===== config.mk =====
export PLATFORM = sky130hd
export DESIGN_NAME = pipe_stage_elastic
export DESIGN_NICKNAME = d
export VERILOG_FILES = /design/src/rtl/pipe_stage_elastic.sv
export SDC_FILE = /design/constraint.sdc
export NUM_CORES = 1
export LEC_CHECK = 0
export CORE_MARGIN = 1
export CORE_UTILIZATION = 50
export CTS_BUF_LIST = sky130_fd_sc_hd__clkbuf_16
export DETAILED_ROUTE_END_ITERATION = 10
export MAX_ROUTING_LAYER = met4
export PLACE_DENSITY = 0.77
export SLEW_MARGIN = 20
export SYNTH_ARGS = -nofsm -noshare
export SYNTH_HDL_FRONTEND = slang
export SYNTH_SLANG_ARGS = --single-unit

===== constraint.sdc =====
create_clock -name Clk -period 5.53 [get_ports Clk]
set_clock_uncertainty 0.05 [all_clocks]
set_input_delay 0.553 -clock Clk [delete_from_list [all_inputs] [get_ports Clk]]
set_output_delay 0.553 -clock Clk [all_outputs]
set_load 0.005 [all_outputs]

===== src/rtl/pipe_stage_elastic.sv =====
// Elastic pipeline stage: valid/ready handshake, one-entry skid buffer,
// synchronous flush, bubble insertion (control field zeroed) and saturating perf counters.
module pipe_stage_elastic #(
   parameter int WIDTH  = 64,
   parameter int CTRL_W = 16,
   parameter int CNT_W  = 16
) (
   input  logic             Clk,
   input  logic             R,
   input  logic             flush,
   input  logic             bubble,
   input  logic             in_valid,
   output logic             in_ready,
   input  logic [WIDTH-1:0] D,
   output logic             out_valid,
   input  logic             out_ready,
   output logic [WIDTH-1:0] Q,
   output logic [CNT_W-1:0] stall_cnt,
   output logic [CNT_W-1:0] bubble_cnt
);

   logic             skid_valid;
   logic [WIDTH-1:0] skid_data;
   logic [WIDTH-1:0] word;
   logic             accept;
   logic             adv;

   // in_ready depends only on registered state plus flush/R, never on in_valid/out_ready
   assign in_ready = ~skid_valid & ~flush & ~R;
   assign accept   = in_valid & in_ready;
   assign adv      = ~out_valid | out_ready;

   always_comb begin
      word = D;
      if (bubble) word[CTRL_W-1:0] = '0;
   end

   always_ff @(posedge Clk or posedge R) begin
      if (R) begin
         Q          <= '0;
         out_valid  <= 1'b0;
         skid_data  <= '0;
         skid_valid <= 1'b0;
      end else if (flush) begin
         Q          <= '0;
         out_valid  <= 1'b0;
         skid_valid <= 1'b0;
      end else if (adv) begin
         if (skid_valid) begin
            Q          <= skid_data;
            out_valid  <= 1'b1;
            skid_valid <= 1'b0;
         end else if (accept) begin
            Q         <= word;
            out_valid <= 1'b1;
         end else begin
            out_valid <= 1'b0;
         end
      end else if (accept) begin
         skid_data  <= word;
         skid_valid <= 1'b1;
      end
   end

   always_ff @(posedge Clk or posedge R) begin
      if (R) begin
         stall_cnt  <= '0;
         bubble_cnt <= '0;
      end else begin
         if (!flush && out_valid && !out_ready && stall_cnt != '1)
            stall_cnt <= stall_cnt + 1'b1;
         // accept is already low during flush, so a flushed bubble is not counted
         if (accept && bubble && bubble_cnt != '1)
            bubble_cnt <= bubble_cnt + 1'b1;
      end
   end

endmodule


# After elaboration in Yosys (flattened, before gate mapping)
# Cells that the tools add are included.
[totals] reg_bits=162 output_inout_bits=98 wordCells=43
[classes] add_sub_neg=2 eq_ne=2 n_mux=12 n_bitwise=9 reduce_logical=12
[ops] operator="64-bit 2-to-1 mux" n=4
[ops] operator="16-bit by 1-bit adder with 16-bit output (second input constant)" n=2
[ops] operator="16-bit != test (second input constant)" n=2
[ops] operator="16-bit 2-to-1 mux" n=1
[ops] operator="1-bit 2-to-1 mux" n=7
[ops] operator="3-bit nonzero test" n=2
[ops] operator="1-bit logical AND" n=5
[ops] operator="1-bit inverter" n=5
[ops] operator="1-bit AND" n=3
[ops] operator="3-bit AND reduction" n=1
[ops] operator="1-bit zero test" n=2
[ops] operator="2-bit AND reduction" n=1
[ops] operator="2-bit nonzero test" n=1
[ops] operator="1-bit bitwise OR" n=1

# Longest topological paths before layout
[logic_depth] word_depth=8 depth_mapped=8 ltp_nobuf=5

# Least setup slack after synthesis
# Ideal clock, no wire load.
[synth_path] path_kind="input to register" from="input flush" to="register bubble_cnt[12]" arrival_ns=1.841 t_required_ns=5.352 setup_slack_ns=3.512 cell_stages=5 path_cell_list="buf_6 > nor4b_4 > nand2_2 > nor4_1 > mux2_1"
[synth_via] elab_chain_len=6
[synth_rtl] element="start: declaration" line="10" text="input logic flush,"
[synth_rtl] element="1-bit inverter (no line)"
[synth_rtl] element="1-bit AND (2 in a row)" line="29" text="assign in_ready = ~skid_valid & ~flush & ~R;"
[synth_rtl] element="1-bit AND" line="30" text="assign accept = in_valid & in_ready;"
[synth_rtl] element="1-bit logical AND (2 in a row)" line="73" text="if (accept && bubble && bubble_cnt != '1)"
[synth_rtl] element="end signal: assignment" line="74" text="bubble_cnt <= bubble_cnt + 1'b1;"
[synth_rtl] element="end: declaration" line="19" text="output logic [CNT_W-1:0] bubble_cnt"
# Every way passes these cells.
# A chain may end at the register's enable or synchronous reset.

# Worst setup path in the final report
[layout_path] from="register skid_valid" to="output in_ready"
[layout_via] elab_chain_len=3
[layout_rtl] element="start: declaration" line="22" text="logic skid_valid;"
[layout_rtl] element="start signal: assignment" line="43" text="skid_valid <= 1'b0;"
[layout_rtl] element="start signal: assignment" line="47" text="skid_valid <= 1'b0;"
[layout_rtl] element="start signal: assignment" line="52" text="skid_valid <= 1'b0;"
[layout_rtl] element="1-bit inverter" line="29"
[layout_rtl] element="1-bit AND (2 in a row)" line="29"
[layout_rtl] element="end: declaration" line="13" text="output logic in_ready,"
# Every way passes these cells.

==> flow_metrics.env <==
export IMPL_postCtsSetupBuffers=0
export IMPL_drv_cap=0
export IMPL_grtUsageTotal=0.2421
export IMPL_dieArea_mm2=0.01504
export IMPL_ys_ff_latch=162
export IMPL_setup_tns_final_ns=0
export IMPL_cp_slowest_cell="buf_4"
export IMPL_worstPathCellList="buf_4 > nor3_1 > clkdlybuf4s50_1"
export IMPL_syn_area_per_cell_um2=11.46
export IMPL_slew_violations=0
export IMPL_period_minus_slack_ns=3.149
export IMPL_seq_area_frac_synth=0.5571
export IMPL_slew_headroom=0.3424
export IMPL_synth_edff_count=0
export IMPL_numCtsBuffers=17
export IMPL_dp_cells=944
export IMPL_rsz0062_at_grt="false"
export IMPL_drtPass1Iterations=6
export IMPL_drive_above_1_share=0.1156
export IMPL_fin_ws_ns=2.381
export IMPL_die_w_um=122.6
export IMPL_vdd_drop_max_v=0.0002742
export IMPL_pwr_share_clk=0.405
export IMPL_cts_sinks=162
export IMPL_drtIter0Drc=381
export IMPL_startpoint_type="flop"
export IMPL_layout_common_cells="166 x clkdlybuf4s50_1, 161 x dfrtp_1, 111 x nand2_1"
export IMPL_cellPowerDensity_mw_per_mm2=306.1
export IMPL_cts_root_buf="clkbuf_16"
export IMPL_clock_path_buffers=2
export IMPL_die_height_um=122.6
export IMPL_post_route_period_util=0.5694
export IMPL_nNetsFinal=855
export IMPL_cts_hold_buffers=0
export IMPL_final_common_cell="clkdlybuf4s50_1"
export IMPL_pre_cts_ws_ns=2.056
export IMPL_clock_fmax_mhz=317.6
export IMPL_path_delay_family="buffers and inverters"
export IMPL_post_layout_nonfiller_instances=976
export IMPL_via_count=5406
export IMPL_hold_viol=0
export IMPL_tightest_slew_ns=0.9864
export IMPL_layout_area_seq_mm2=0.004058
export IMPL_cp_max_fo=61
export IMPL_cpPeakStageDelay_ns=0.73
export IMPL_end_kind="output pin"
export IMPL_hold_class="reg -> reg"
export IMPL_fill_cells=1023
export IMPL_cts_resized=0
export IMPL_multi_input_area_mm2=0.003033
export IMPL_synth_cell_types=42
export IMPL_syn_inst=635
export IMPL_num_antenna_cells=0
export IMPL_combPwrFrac=0.131
export IMPL_finalWirelength_mm=16.73
export IMPL_syn_num_nets=707
export IMPL_grt_max_degree=124
export IMPL_setup_viol=0
export IMPL_p_leak_nw=4.157
export IMPL_vias_per_cell=5.539
export IMPL_antenna_found_initial=0
export IMPL_yosysWarnings=0
export IMPL_io_buffers=167
export IMPL_first_global_vias=5404
export IMPL_internal_power_w=0.002262
export IMPL_power_switching_w=0.0006898
export IMPL_drtAntennaViolNets=0
export IMPL_drc=0
export IMPL_netlist_area_mm2=0.007277
export IMPL_placed_area_mm2=0.009044
export IMPL_path_clk_slew_ns=0.06
export IMPL_grt_overflow=0
export IMPL_required_ns=4.93
export IMPL_ys_flop_type="dfrtp_1"
export IMPL_grt_pass1_wl_mm=27.19
export IMPL_num_rows=43
export IMPL_clk_latency_ns=0.42
export IMPL_ctsHtreeMaxLevel=4
export IMPL_gp_congestion=0.8859
export IMPL_worst_setup_path_type="reg -> out"
export IMPL_wl_per_cell_um=17.15
export IMPL_dp_hpwl_mm=10.82
export IMPL_outcome="complete, no violations"
export IMPL_stdcell_area_mm2=0.009644
export IMPL_path_buf_inv=2
export IMPL_core_area_mm2=0.01404
export IMPL_async_flop_share=1.000
export IMPL_arrival_ns=2.55
export IMPL_initial_core_util=0.5182
export IMPL_cts_tree="done"
export IMPL_seq_power_share=0.463
export IMPL_ios=168
export IMPL_switching_share=0.2337
export IMPL_area_delta_synth_final_pct=32.53
-- tightest hold or removal path, stage by stage (launching register included) --
cell	delay, ns
dfrtp_1	0.34
nand2_1	0.05
o31ai_1	0.05
-- power groups by stage --
stage	Combinational, W	Sequential, W	Clock [W]
6_report	0.000388	0.00137	0.00120
3_3_place_gp	0.000377	0.00138	0
5_1_grt	0.000425	0.00138	0.00127
4_1_cts	0.000394	0.00137	0.00122
3_5_place_dp	0.000390	0.00139	0
2_1_floorplan	0.000168	0.00138	0
-- path summary, 6_finish.rpt --
check | startpoint | end | slack [ns] | cells past startpoint
max | skid_valid$_DFFE_PP0P_ | in_ready | 2.38 | 3
min | Q[49]$_DFFE_PP0P_ | Q[49]$_DFFE_PP0P_ | 0.43 | 2
max reg2reg | skid_valid$_DFFE_PP0P_ | skid_data[23]$_DFFE_PP0P_ | 2.44 | 3
min reg2reg | Q[49]$_DFFE_PP0P_ | Q[49]$_DFFE_PP0P_ | 0.43 | 2
max in group asynchronous | R | bubble_cnt[12]$_DFFE_PP0P_ | 3.63 | 3
min in group asynchronous | R | skid_data[62]$_DFFE_PP0P_ | 0.78 | 2
-- through the flow --
stage | util | total power (W) | hold slack (ns)
2_1_floorplan | - | 0.001544 | 0.3997
3_3_place_gp | 0.6440 | 0.001757 | 0.4092
3_5_place_dp | 0.6440 | 0.001777 | 0.4159
4_1_cts | 0.6866 | 0.002982 | 0.4295
5_1_grt | 0.6868 | 0.003073 | 0.4423
6_report | 0.6868 | 0.002952 | 0.4268
-- metal layers --
layer  track usage  wire [um]
met1        0.3091       7314
met4       0.08460        157
met3       0.05530       1055
met2        0.3792       8207
met5             -          0
-- registers in the layout, summed over array words and instances (netlist names) --
name and cells:
skid_valid 1, skid_data 64, stall_cnt 16, out_valid 1, Q 64, bubble_cnt 16
-- logic make-up after synthesis --
family / Yosys count / share of synthesized area
adders and majority gates: 2 / 0.003438
buffers and inverters: 48 / 0.02923
and+or+nand+nor: 193 / 0.1315
muxes: 102 / 0.1494
AOI/OAI and AO/OA: 105 / 0.1016
xor gates and xnor gates: 23 / 0.02768
DFF: 162 / 0.5571
-- cell type report --
type | count | area share
sequential | 162 | 0.4207
multi-input combinational | 425 | 0.3145
timing repair buffer | 172 | 0.1767
clock buffer | 17 | 0.04411
tap | 180 | 0.02335
clock inverter | 15 | 0.01790
inverter | 5 | 0.002724
-- synthesized netlist by cell type, types with 2 or more instances --
| library cell | n | area, um^2 |
|---|---|---|
| nand4b_1 | 2 | 17.52 |
| buf_1 | 5 | 18.77 |
| o31ai_1 | 65 | 488.0 |
| nor2_1 | 14 | 52.55 |
| mux2i_1 | 49 | 490.5 |
| nand4_1 | 8 | 50.05 |
| nor3b_1 | 3 | 22.52 |
| o21a_1 | 16 | 120.1 |
| dfrtp_1 | 162 | 4054 |
| nor3_1 | 9 | 45.04 |
| ha_1 | 2 | 25.02 |
| xor2_1 | 17 | 148.9 |
| inv_1 | 5 | 18.77 |
| and4_1 | 4 | 35.03 |
| buf_2 | 20 | 100.1 |
| nand2_1 | 111 | 416.7 |
| and3_1 | 2 | 12.51 |
| o21ai_0 | 18 | 90.09 |
| clkbuf_1 | 17 | 63.81 |
| xnor2_1 | 6 | 52.55 |
| mux2_2 | 48 | 540.5 |
| mux2_1 | 5 | 56.30 |
| nand3_1 | 9 | 45.04 |
| nand2b_1 | 16 | 100.1 |
| nor4_1 | 5 | 31.28 |
Power figures use the tool's default switching activity.
